==> src/rtl/multicycle_add.sv <==
// multicycle_add: adds or subtracts two WIDTH-bit operands one CHUNK-bit slice per cycle
module multicycle_add #(
  parameter int WIDTH = 32,
  parameter int CHUNK = 8
) (
  input  logic             clk,
  input  logic             reset,
  input  logic             start,
  input  logic [WIDTH-1:0] a,
  input  logic [WIDTH-1:0] b,
  input  logic             cin,
  input  logic             sub,
  output logic             busy,
  output logic             done,
  output logic [WIDTH-1:0] sum,
  output logic             cout,
  output logic             ovf,
  output logic             zero
);
  localparam int N = WIDTH / CHUNK;
  localparam int CW = N > 1 ? $clog2(N) : 1;
  typedef enum logic [1:0] {IDLE, RUN, DONE} state_t;
  state_t state_q, state_d;
  logic [WIDTH-1:0] a_q, a_d, b_q, b_d, acc_q, acc_d, sum_q, sum_d;
  logic [CW-1:0] cnt_q, cnt_d;
  logic carry_q, carry_d, cout_q, cout_d, ovf_q, ovf_d, zero_q, zero_d;
  logic [CHUNK:0] slice;
  logic msb_cin, last;
  int idx;
  always_comb begin
    idx = int'(cnt_q) * CHUNK;
    slice = {1'b0, a_q[idx +: CHUNK]} + {1'b0, b_q[idx +: CHUNK]} + {{CHUNK{1'b0}}, carry_q};
    // on the final slice, a^b^s at the top bit recovers the carry into the MSB
    msb_cin = a_q[WIDTH-1] ^ b_q[WIDTH-1] ^ slice[CHUNK-1];
    last = cnt_q == CW'(N - 1);
    state_d = state_q;
    a_d = a_q;
    b_d = b_q;
    acc_d = acc_q;
    cnt_d = cnt_q;
    carry_d = carry_q;
    sum_d = sum_q;
    cout_d = cout_q;
    ovf_d = ovf_q;
    zero_d = zero_q;
    if (state_q == RUN) begin
      acc_d[idx +: CHUNK] = slice[CHUNK-1:0];
      carry_d = slice[CHUNK];
      cnt_d = cnt_q + CW'(1);
      if (last) begin
        state_d = DONE;
        sum_d = acc_d;
        cout_d = slice[CHUNK];
        ovf_d = msb_cin ^ slice[CHUNK];
        zero_d = acc_d == '0;
      end
    end else if (start) begin
      state_d = RUN;
      a_d = a;
      b_d = sub ? ~b : b;
      carry_d = sub | cin;
      cnt_d = '0;
    end else if (state_q == DONE) begin
      state_d = IDLE;
    end
  end
  always_ff @(posedge clk or posedge reset) begin
    if (reset) begin
      state_q <= IDLE;
      a_q <= '0;
      b_q <= '0;
      acc_q <= '0;
      cnt_q <= '0;
      carry_q <= 1'b0;
      sum_q <= '0;
      cout_q <= 1'b0;
      ovf_q <= 1'b0;
      zero_q <= 1'b0;
    end else begin
      state_q <= state_d;
      a_q <= a_d;
      b_q <= b_d;
      acc_q <= acc_d;
      cnt_q <= cnt_d;
      carry_q <= carry_d;
      sum_q <= sum_d;
      cout_q <= cout_d;
      ovf_q <= ovf_d;
      zero_q <= zero_d;
    end
  end
  assign busy = state_q == RUN;
  assign done = state_q == DONE;
  assign sum = sum_q;
  assign cout = cout_q;
  assign ovf = ovf_q;
  assign zero = zero_q;
endmodule

==> config.mk <==
export PLATFORM = sky130hd
export DESIGN_NAME = multicycle_add
export DESIGN_NICKNAME = d
export VERILOG_FILES = /design/src/rtl/multicycle_add.sv
export SDC_FILE = /design/constraint.sdc
export NUM_CORES = 1
export LEC_CHECK = 0
export ABC_AREA = 0
export CAP_MARGIN = 10
export CORE_ASPECT_RATIO = 0.8
export CORE_MARGIN = 8
export CORE_UTILIZATION = 60
export CTS_BUF_LIST = sky130_fd_sc_hd__clkbuf_8
export DETAILED_ROUTE_END_ITERATION = 6
export PLACE_DENSITY = 0.88
export SYNTH_ARGS = -nofsm -noshare
export SYNTH_HDL_FRONTEND = slang
export SYNTH_SLANG_ARGS = --single-unit
==> constraint.sdc <==
create_clock -name clk -period 7.8 [get_ports clk]
set_input_delay 1.95 -clock clk [delete_from_list [all_inputs] [get_ports clk]]
set_output_delay 1.95 -clock clk [all_outputs]
set_load 0.005 [all_outputs]
# After elaboration in Yosys (flattened, before gate mapping)
# Index checks and enable logic that the tools add are counted.
dict set report word_totals {
  inputBits 69
  ff_bits 136
  word_cells 44
}
dict set report classes {
  bitwise 6
  shifts 4
  reduce_logical 6
  mux 10
  n_eq_ne 4
  n_addsub 4
}
# operator count
set op_table {}
lappend op_table {{32-bit by 6-bit variable part select with 8-bit output} 2}
lappend op_table {{5-bit negation with 33-bit output} 1}
lappend op_table {{8-bit by 33-bit variable shift with 32-bit output (first input constant)} 1}
lappend op_table {{8-bit by 33-bit variable part select with 32-bit output} 1}
lappend op_table {{32-bit bitwise mux} 1}
lappend op_table {{32-bit logical NOT} 1}
lappend op_table {{32-bit two-way mux} 1}
lappend op_table {{32-bit NOT} 1}
lappend op_table {{2-bit two-way mux} 6}
lappend op_table {{8-bit by 8-bit adder with 9-bit output} 1}
lappend op_table {{9-bit by 1-bit adder with 9-bit output} 1}
lappend op_table {{2-bit AND reduction} 3}
lappend op_table {{2-bit equality test (second input constant)} 2}
lappend op_table {{3-bit nonzero test} 1}
lappend op_table {{1-bit bitwise XOR} 3}
lappend op_table {{2-bit by 1-bit adder with 2-bit output (second input constant)} 1}
lappend op_table {{2-bit by 1-bit equality test with 1-bit output (second input constant)} 1}
lappend op_table {{1-bit two-way mux} 2}
lappend op_table {{2-bit by 1-bit inequality test with 1-bit output (second input constant)} 1}
lappend op_table {{2-bit nonzero test} 1}
lappend op_table {{1-bit NOT} 1}
lappend op_table {{1-bit bitwise OR} 1}

# Depth between registers and ports, before layout
# Gate-level depths: netlist of run 1.
dict set report logic_depth {
  depth_word 6
  mapped_depth 11
  depth_no_buf 9
}

# Worst setup path after synthesis of run 1
# OpenSTA, ideal clock, no wires.
dict set report synth_timing {
  kind {reg-to-reg}
  from {register cnt_q[0]}
  to {register zero_q, in the netlist zero}
  stages_incl_launch_ff 11
  n_path_buf 1
  t_required_ps 7724
  t_arrival_ps 3440
  period_less_slack_ps 3516
  slack_ps 4284
  cell_sequence {dfrtp_1 -> buf_2 -> mux4_2 -> fa_1 -> fa_1 -> a21o_1 -> a221oi_2 -> xnor2_1 -> or3_1 -> o31a_2 -> o21ai_1}
}
dict set report synth_between {
  elab_chain_len 6
  elab_cells_between_ends 11
}
# element line
set synth_lines {}
lappend synth_lines {{from (decl)} 25} ;# logic [CW-1:0] cnt_q, cnt_d;
lappend synth_lines {{from (signal assigned)} 84} ;# cnt_q <= cnt_d;
lappend synth_lines {{32-bit by 6-bit variable part select with 8-bit output} 32} ;# slice = {1'b0, a_q[idx +: CHUNK]} + {1'b0, b_q[idx +: CHUNK]} + {{CHUNK{1'b0}}, carry_q};
lappend synth_lines {{8-bit by 8-bit adder with 9-bit output} 32}
lappend synth_lines {{9-bit by 1-bit adder with 9-bit output} 32}
lappend synth_lines {{8-bit by 33-bit variable part select with 32-bit output} 47} ;# acc_d[idx +: CHUNK] = slice[CHUNK-1:0];
lappend synth_lines {{32-bit bitwise mux} 47}
lappend synth_lines {{32-bit logical NOT} 55} ;# zero_d = acc_d == '0;
lappend synth_lines {{to (signal assigned)} 89} ;# zero_q <= zero_d;
lappend synth_lines {{to (decl)} 26} ;# logic carry_q, carry_d, cout_q, cout_d, ovf_q, ovf_d, zero_q, zero_d;
# Parallel ways exist; a longest one is shown, timed or not.
# A chain may end at the register's enable or synchronous reset.

# Worst setup path in the final report of run 1
dict set report layout_timing {
  from {register state_q[1]}
  to {output port busy}
}
dict set report layout_between {
  elab_chain_len 1
}
# element line
set layout_lines {}
lappend layout_lines {{from (decl)} 23} ;# state_t state_q, state_d;
lappend layout_lines {{from (signal assigned)} 80} ;# state_q <= state_d;
lappend layout_lines {{2-bit by 1-bit equality test with 1-bit output} 92} ;# assign busy = state_q == RUN;
lappend layout_lines {{to (decl)} 13} ;# output logic busy,
# No other way between the ends.

==> metrics.txt, run 1 <==
# TYPE chip_impl_metric gauge
chip_impl_info{name="run_status",value="finished, final reports clean"} 1
chip_impl_metric{name="die_height",unit="µm"} 109.0
chip_impl_info{name="end_kind",value="primary output"} 1
chip_impl_metric{name="ys_async_sr_fraction",unit="%"} 100.0
chip_impl_info{name="clock-root-buffer",value="sky130_fd_sc_hd__clkbuf_8"} 1
chip_impl_metric{name="power_density",unit="nW/µm²"} 523.2
chip_impl_metric{name="hold_viol",unit=""} 0
chip_impl_info{name="highest_layer",value="met4"} 1
chip_impl_metric{name="synth_edf_count",unit=""} 0
chip_impl_metric{name="netSwitchingPower",unit="mW"} 1.880
chip_impl_metric{name="wl_met1",unit="µm"} 6350
chip_impl_metric{name="dr_wl_met2",unit="µm"} 7792
chip_impl_info{name="startpoint_type",value="register"} 1
chip_impl_metric{name="drtIter0Drc",unit=""} 507
chip_impl_metric{name="ctsLongestPathBuffers",unit=""} 2
chip_impl_metric{name="maxSlewViolCount",unit=""} 0
chip_impl_metric{name="placed_cells",unit=""} 778
chip_impl_metric{name="synthesized_area",unit="µm²"} 6486
chip_impl_metric{name="clk_latency",unit="ns"} 0.45
chip_impl_metric{name="post_route_cells_drive_above_1_share",unit="%"} 14.44
chip_impl_metric{name="final.setup_skew",unit="ns"} 0.008068
chip_impl_metric{name="power_total",unit="mW"} 4.200
chip_impl_metric{name="intPower",unit="mW"} 2.319
chip_impl_metric{name="leakage",unit="nW"} 3.418
chip_impl_metric{name="cts_inserted_buffers",unit=""} 17
chip_impl_metric{name="grt_util_all_layers",unit="%"} 22.93
chip_impl_metric{name="comb_power_share",unit="%"} 56.8
chip_impl_metric{name="n_antenna_cell",unit=""} 0
chip_impl_metric{name="antenna_found_initial",unit=""} 0
chip_impl_metric{name="met3RoutedLength",unit="µm"} 1370
chip_impl_metric{name="htree_levels",unit=""} 4
chip_impl_metric{name="area_delta_synth_final",unit="%"} 23.75
chip_impl_metric{name="max-cap-violations",unit=""} 0
chip_impl_metric{name="post_layout_nonfiller_instances",unit=""} 809
chip_impl_metric{name="seqPwrFrac",unit="%"} 28.5
chip_impl_metric{name="finalSetupTns",unit="ns"} 0
chip_impl_metric{name="number_of_nets_with_antenna_violations_after_detailed_routing",unit=""} 0
chip_impl_metric{name="multi_input_comb_area",unit="µm²"} 2883
chip_impl_metric{name="ioPinCount",unit=""} 106
chip_impl_metric{name="swShare",unit="%"} 44.77
chip_impl_info{name="synth.largest_area_cell",value="sky130_fd_sc_hd__dfrtp_1"} 1
chip_impl_metric{name="num-nets-final",unit=""} 737
chip_impl_info{name="tritoncts",value="done"} 1
chip_impl_metric{name="share_of_the_synthesized_area_in_the_top_cell_type",unit="%"} 52.47
chip_impl_metric{name="cts.repair_timing.setup_buffer_count",unit=""} 0
chip_impl_metric{name="final_period_minus_worst_setup_slack",unit="ns"} 4.324
chip_impl_metric{name="grt_first_pass_wirelength",unit="µm"} 26210
chip_impl_metric{name="synth.avg_cell_area",unit="µm²"} 11.58
chip_impl_metric{name="clock-sinks",unit=""} 136
chip_impl_metric{name="routed_wire_length_per_instance",unit="µm"} 19.67
chip_impl_metric{name="final.hold.worst_slack",unit="ns"} 0.4796
chip_impl_info{name="hold_path.class",value="reg2reg"} 1
chip_impl_metric{name="finalSetupViolCount",unit=""} 0
chip_impl_metric{name="drc_errors",unit=""} 0
chip_impl_metric{name="gpl.final_weighted_congestion",unit=""} 0.8590
chip_impl_metric{name="first_global_vias",unit=""} 5130
chip_impl_metric{name="critical_path_peak_fanout",unit=""} 17
chip_impl_metric{name="synthesized_instance_count",unit=""} 560
chip_impl_metric{name="vdd.ir_drop.worst",unit="V"} 0.0004123
chip_impl_metric{name="timing.final.ws_setup",unit="ns"} 3.476
chip_impl_metric{name="detailed_place_hpwl",unit="µm"} 10730
chip_impl_metric{name="detailed_place.area",unit="µm²"} 7605
chip_impl_metric{name="timing.critical_path.arrival",unit="ns"} 2.37
chip_impl_metric{name="rows",unit=""} 34
chip_impl_info{name="synthFlopType",value="sky130_fd_sc_hd__dfrtp_1"} 1
chip_impl_metric{name="post_cts_resized",unit=""} 0
chip_impl_metric{name="clkPwrFrac",unit="%"} 14.7
chip_impl_metric{name="wl",unit="µm"} 15920
chip_impl_metric{name="postLayoutCellArea",unit="µm²"} 8026
chip_impl_metric{name="die_w",unit="µm"} 132.2
chip_impl_metric{name="die_area",unit="µm²"} 14410
chip_impl_metric{name="mappedNetlistNets",unit=""} 644
chip_impl_metric{name="core_area",unit="µm²"} 10720
chip_impl_metric{name="grt_start_max_net_pins",unit=""} 71
chip_impl_metric{name="critPathRequiredTime",unit="ns"} 5.85
chip_impl_metric{name="clkSlewWorstSetupHoldPaths",unit="ns"} 0.08
chip_impl_info{name="synth_area_leaders",value="sky130_fd_sc_hd__dfrtp_1 (52%), sky130_fd_sc_hd__mux2_2 (5.6%), sky130_fd_sc_hd__mux4_2 (5.6%)"} 1
chip_impl_metric{name="detail_route.first_pass.iterations",unit=""} 5
chip_impl_metric{name="yosysWarnings",unit=""} 0
chip_impl_metric{name="yosysUniqueCellTypes",unit=""} 49
chip_impl_metric{name="timing.slew.headroom",unit="%"} 25.19
chip_impl_metric{name="overflow",unit=""} 0
chip_impl_metric{name="max_clock_freq",unit="MHz"} 231.3
chip_impl_info{name="critPathKind",value="reg2out"} 1
chip_impl_metric{name="area_taken_by_flip_flops_and_latches",unit="µm²"} 3403
chip_impl_metric{name="pre_cts_slack",unit="ns"} 3.719
chip_impl_metric{name="finalCoreUtilization",unit="%"} 74.87
chip_impl_metric{name="buffer_ports.inserted",unit=""} 105
chip_impl_metric{name="vias",unit=""} 4910
chip_impl_metric{name="holdBufCountCts",unit=""} 0
chip_impl_metric{name="vias_per_cell",unit=""} 6.069
chip_impl_metric{name="worstMarginPinSlew",unit="ns"} 1.114
chip_impl_metric{name="fillCellCount",unit=""} 646
chip_impl_metric{name="initial_core_utilization",unit="%"} 60.50
chip_impl_metric{name="count_of_state_elements_after_synthesis",unit=""} 136
chip_impl_metric{name="synth_sequential_area_ratio",unit="%"} 52.47
chip_impl_info{name="grt_setup_unrepaired",value="false"} 1
chip_impl_metric{name="min_period_over_period",unit="%"} 55.44
==> final cells by class <==
cell class | instances | area share, %
clock buffers | 20 | 3.429
clock inverters | 11 | 1.824
flip-flops and latches | 136 | 42.40
inverters | 12 | 0.5924
multi-input cells | 375 | 35.92
well taps | 144 | 2.245
repair buffers | 111 | 13.59
==> power by group through the flow <==
stage               clock [mW]  sequential (mW)  combinational (mW)
floorplan                    0             1.14                1.55
CTS                      0.615             1.19                2.35
global route             0.650             1.23                2.55
finish                   0.618             1.20                2.39
global placement             0             1.18                2.21
detailed placement           0             1.20                2.30
==> layout by cell type, fill, tap and decap left out, drive strengths merged, types with 7 or more instances in the layout <==
master	Yosys	routed
a22o	30	30
mux2	32	32
a21oi	13	13
xnor2	36	36
nand2	74	74
clkbuf	24	20
o21ai	68	68
mux4	16	16
clkdlybuf4s50	0	104
buf	13	7
inv	12	13
dfrtp	136	136
ha	13	13
a22oi	26	26
nor2	11	11
==> per-layer routing <==
metal,GRT usage [%],vias to the layer above
li1,-,2200
met1,27.40,2441
met2,38.02,229
met3,7.873,40
met4,9.378,0
met5,0,-
==> Yosys cell counts (all sizes together), types with 5 or more instances <==
| cell type | n |
|---|---|
| ha | 13 |
| nor2 | 11 |
| mux4 | 16 |
| a221oi | 5 |
| buf | 13 |
| nor3 | 5 |
| nand2 | 74 |
| a22o | 30 |
| clkbuf | 24 |
| inv | 12 |
| a22oi | 26 |
| nor4 | 5 |
| dfrtp | 136 |
| o21ai | 68 |
| xnor2 | 36 |
| mux2 | 32 |
| a21oi | 13 |
| and2 | 5 |
==> cells by family after synthesis <==
logic type / after synthesis / share of synthesized area [%]
xor+xnor: 39 / 5.478
fa+ha+maj: 15 / 3.125
mux: 50 / 11.42
compound gates: 156 / 16.09
flops: 136 / 52.47
simple gates: 115 / 8.295
buf+inv: 49 / 3.125
==> state kept, by name (all words and copies together) (netlist names) <==
name	flops
cnt_q	2
zero	1
sum	32
carry_q	1
acc_q	32
a_q	32
ovf	1
state_q	2
cout	1
b_q	32
==> worst paths after layout <==
kind                            depth (start not counted)   endpoint        from  slack [ns]
worst max-delay path                                    3       busy  state_q[1]        3.48
worst min-delay path                                    2     sum[8]      sum[8]        0.48
worst max register to register                         10       zero    cnt_q[1]        3.84
worst min register to register                          2     sum[8]      sum[8]        0.48
max in group asynchronous                               3  acc_q[24]       reset        4.43
min in group asynchronous                               2    sum[19]       reset        2.03
==> worst max-delay path, stage by stage (launching register included) <==
cell                              delay, ns
sky130_fd_sc_hd__dfrtp_1               0.41
sky130_fd_sc_hd__nand2b_1              0.34
sky130_fd_sc_hd__inv_1                 0.55
sky130_fd_sc_hd__clkdlybuf4s50_1       0.63
Note: power is estimated with default switching activity, not from simulation.
==> run 2: changes to the inputs <==
- CORE_UTILIZATION: 60 -> 55
- PLACE_DENSITY: 0.88 -> 0.82
- clock period: 7.8 -> 4.3 ns (I/O delays scaled with it)
==> metrics.txt, run 2 (same netlist as run 1, synthesis figures left out) <==
# TYPE chip_impl_metric gauge
chip_impl_metric{name="swShare",unit="%"} 44.66
chip_impl_metric{name="finalSetupTns",unit="ns"} 0
chip_impl_metric{name="final_period_minus_worst_setup_slack",unit="ns"} 3.709
chip_impl_metric{name="netSwitchingPower",unit="mW"} 3.237
chip_impl_info{name="critPathKind",value="reg2reg"} 1
chip_impl_info{name="layout_commonest_cell",value="sky130_fd_sc_hd__dfrtp_1"} 1
chip_impl_metric{name="overflow",unit=""} 0
chip_impl_metric{name="routed_wire_length_per_instance",unit="µm"} 19.00
chip_impl_metric{name="detailed_place_hpwl",unit="µm"} 11410
chip_impl_metric{name="clk_latency",unit="ns"} 0.43
chip_impl_metric{name="clkSlewWorstSetupHoldPaths",unit="ns"} 0.07
chip_impl_info{name="startpoint_type",value="register"} 1
chip_impl_metric{name="area_delta_synth_final",unit="%"} 22.72
chip_impl_metric{name="hold_viol",unit=""} 0
chip_impl_metric{name="vdd.ir_drop.worst",unit="V"} 0.0007636
chip_impl_metric{name="intPower",unit="mW"} 4.012
chip_impl_metric{name="core_area",unit="µm²"} 11520
chip_impl_info{name="hold_path.class",value="reg2reg"} 1
chip_impl_metric{name="min_period_over_period",unit="%"} 86.26
chip_impl_metric{name="clock-sinks",unit=""} 136
chip_impl_metric{name="max-cap-violations",unit=""} 0
chip_impl_metric{name="htree_levels",unit=""} 4
chip_impl_metric{name="post_cts_resized",unit=""} 0
chip_impl_metric{name="timing.critical_path.arrival",unit="ns"} 4.03
chip_impl_metric{name="gpl.final_weighted_congestion",unit=""} 0.8312
chip_impl_metric{name="initial_core_utilization",unit="%"} 56.32
chip_impl_metric{name="buffer_ports.inserted",unit=""} 105
chip_impl_metric{name="vias_per_cell",unit=""} 5.907
chip_impl_metric{name="final.setup_skew",unit="ns"} 0.008801
chip_impl_metric{name="grt_util_all_layers",unit="%"} 21.13
chip_impl_metric{name="detailed_place.area",unit="µm²"} 7646
chip_impl_metric{name="number_of_nets_with_antenna_violations_after_detailed_routing",unit=""} 0
chip_impl_metric{name="critPathRequiredTime",unit="ns"} 4.62
chip_impl_metric{name="grt_first_pass_wirelength",unit="µm"} 25720
chip_impl_metric{name="die_height",unit="µm"} 113.1
chip_impl_info{name="grt_setup_unrepaired",value="false"} 1
chip_impl_info{name="tritoncts",value="done"} 1
chip_impl_metric{name="postLayoutCellArea",unit="µm²"} 7960
chip_impl_metric{name="grt_start_max_net_pins",unit=""} 73
chip_impl_metric{name="antenna_found_initial",unit=""} 0
chip_impl_metric{name="power_density",unit="nW/µm²"} 910.7
chip_impl_metric{name="worst-r2r-cell-count",unit=""} 9
chip_impl_metric{name="holdBufCountCts",unit=""} 0
chip_impl_metric{name="ioPinCount",unit=""} 106
chip_impl_metric{name="vias",unit=""} 4802
chip_impl_metric{name="maxSlewViolCount",unit=""} 0
chip_impl_info{name="min_delay_worst_endpoint",value="sum[19]"} 1
chip_impl_metric{name="drc_errors",unit=""} 0
chip_impl_metric{name="fillCellCount",unit=""} 841
chip_impl_info{name="worst_hold_startpoint",value="sum[19]"} 1
chip_impl_metric{name="drtIter0Drc",unit=""} 432
chip_impl_metric{name="n_antenna_cell",unit=""} 0
chip_impl_metric{name="cts_inserted_buffers",unit=""} 17
chip_impl_metric{name="finalSetupViolCount",unit=""} 0
chip_impl_metric{name="max_clock_freq",unit="MHz"} 269.6
chip_impl_metric{name="cts.repair_timing.setup_buffer_count",unit=""} 0
chip_impl_info{name="run_status",value="finished, final reports clean"} 1
chip_impl_metric{name="post_route_cells_drive_above_1_share",unit="%"} 13.68
chip_impl_metric{name="placed_cells",unit=""} 785
chip_impl_metric{name="first_global_vias",unit=""} 5041
chip_impl_metric{name="worstHoldPathCells",unit=""} 2
chip_impl_info{name="worstReg2RegEnd",value="zero"} 1
chip_impl_metric{name="seqPwrFrac",unit="%"} 30.2
chip_impl_metric{name="leakage",unit="nW"} 3.397
chip_impl_metric{name="worstMarginPinSlew",unit="ns"} 1.128
chip_impl_metric{name="ctsLongestPathBuffers",unit=""} 2
chip_impl_metric{name="critical_path_peak_fanout",unit=""} 17
chip_impl_metric{name="die_w",unit="µm"} 137.4
chip_impl_info{name="layout.cells.most_common_list",value="sky130_fd_sc_hd__dfrtp_1 (136), sky130_fd_sc_hd__clkdlybuf4s50_1 (104), sky130_fd_sc_hd__nand2_1 (73)"} 1
chip_impl_metric{name="die_area",unit="µm²"} 15550
chip_impl_metric{name="rows",unit=""} 35
chip_impl_metric{name="num-nets-final",unit=""} 740
chip_impl_info{name="worst_flop_to_flop_path_startpoint",value="cnt_q[0]"} 1
chip_impl_metric{name="comb_power_share",unit="%"} 57.9
chip_impl_metric{name="wl",unit="µm"} 15450
chip_impl_metric{name="post_layout_nonfiller_instances",unit=""} 813
chip_impl_metric{name="clkPwrFrac",unit="%"} 11.9
chip_impl_info{name="clock-root-buffer",value="sky130_fd_sc_hd__clkbuf_8"} 1
chip_impl_metric{name="setup.reg_to_reg.worst_slack",unit="ns"} 0.59
chip_impl_metric{name="timing.slew.headroom",unit="%"} 24.28
chip_impl_metric{name="detail_route.first_pass.iterations",unit=""} 6
chip_impl_info{name="end_kind",value="register"} 1
run 2: worst max path at each step:
stage               startpoint   end  depth (start not counted)
global route          cnt_q[0]   ovf                          9
floorplan             cnt_q[0]  zero                         10
global placement      cnt_q[0]  zero                         10
CTS                   cnt_q[0]   ovf                          9
finish                cnt_q[0]  zero                          9
detailed placement    cnt_q[0]   ovf                          9
run 2: cell type report:
class,count,area [µm²],area share (%)
timing repair buffer,114,1126,14.15
tap,148,185.2,2.326
clock inverter,8,38.79,0.4873
sequential,136,3403,42.75
inverter,12,48.80,0.6130
multi-input combinational,375,2883,36.21
clock buffer,20,275.3,3.458
run 2: routing by layer:
metal / track usage [%] / part of all wire (%) / up-vias
met3: 5.890 / 7.2 / 25
met2: 32.34 / 48 / 194
met5: 0 / 0 / -
li1: - / - / 2204
met1: 27.73 / 43 / 2379
met4: 8.598 / 1.7 / 0
run 2: critical path: stages, from the launching register on:
cell and delay [ns]:
sky130_fd_sc_hd__dfrtp_1 0.64, sky130_fd_sc_hd__buf_4 0.36, sky130_fd_sc_hd__mux4_2 0.59, sky130_fd_sc_hd__ha_1 0.32
sky130_fd_sc_hd__a211oi_1 0.36, sky130_fd_sc_hd__nor2_1 0.11, sky130_fd_sc_hd__xor2_1 0.79, sky130_fd_sc_hd__or3_1 0.23
sky130_fd_sc_hd__o31a_2 0.12, sky130_fd_sc_hd__o21ai_1 0.06
run 2: power groups by stage:
stage / registers (mW) / clock network (mW) / logic, mW
2_1_floorplan: 2.07 / 0 / 2.82
3_3_place_gp: 2.18 / 0 / 4.00
3_5_place_dp: 2.20 / 0 / 4.17
4_1_cts: 2.18 / 0.881 / 4.18
5_1_grt: 2.25 / 0.939 / 4.53
6_report: 2.19 / 0.864 / 4.20
run 2: through the flow:
step           hold WS (ns)  utilization (%)  setup slack (ns)  power, mW
4_1_cts              0.4833            69.11            0.5478      7.247
6_report             0.4786            69.11            0.5907      7.249
3_5_place_dp         0.4695            66.39            0.5538      6.374
5_1_grt              0.4986            69.11            0.2690      7.716
2_1_floorplan        0.4422                -            0.7837      4.887
3_3_place_gp         0.4572            66.39            0.6903      6.175
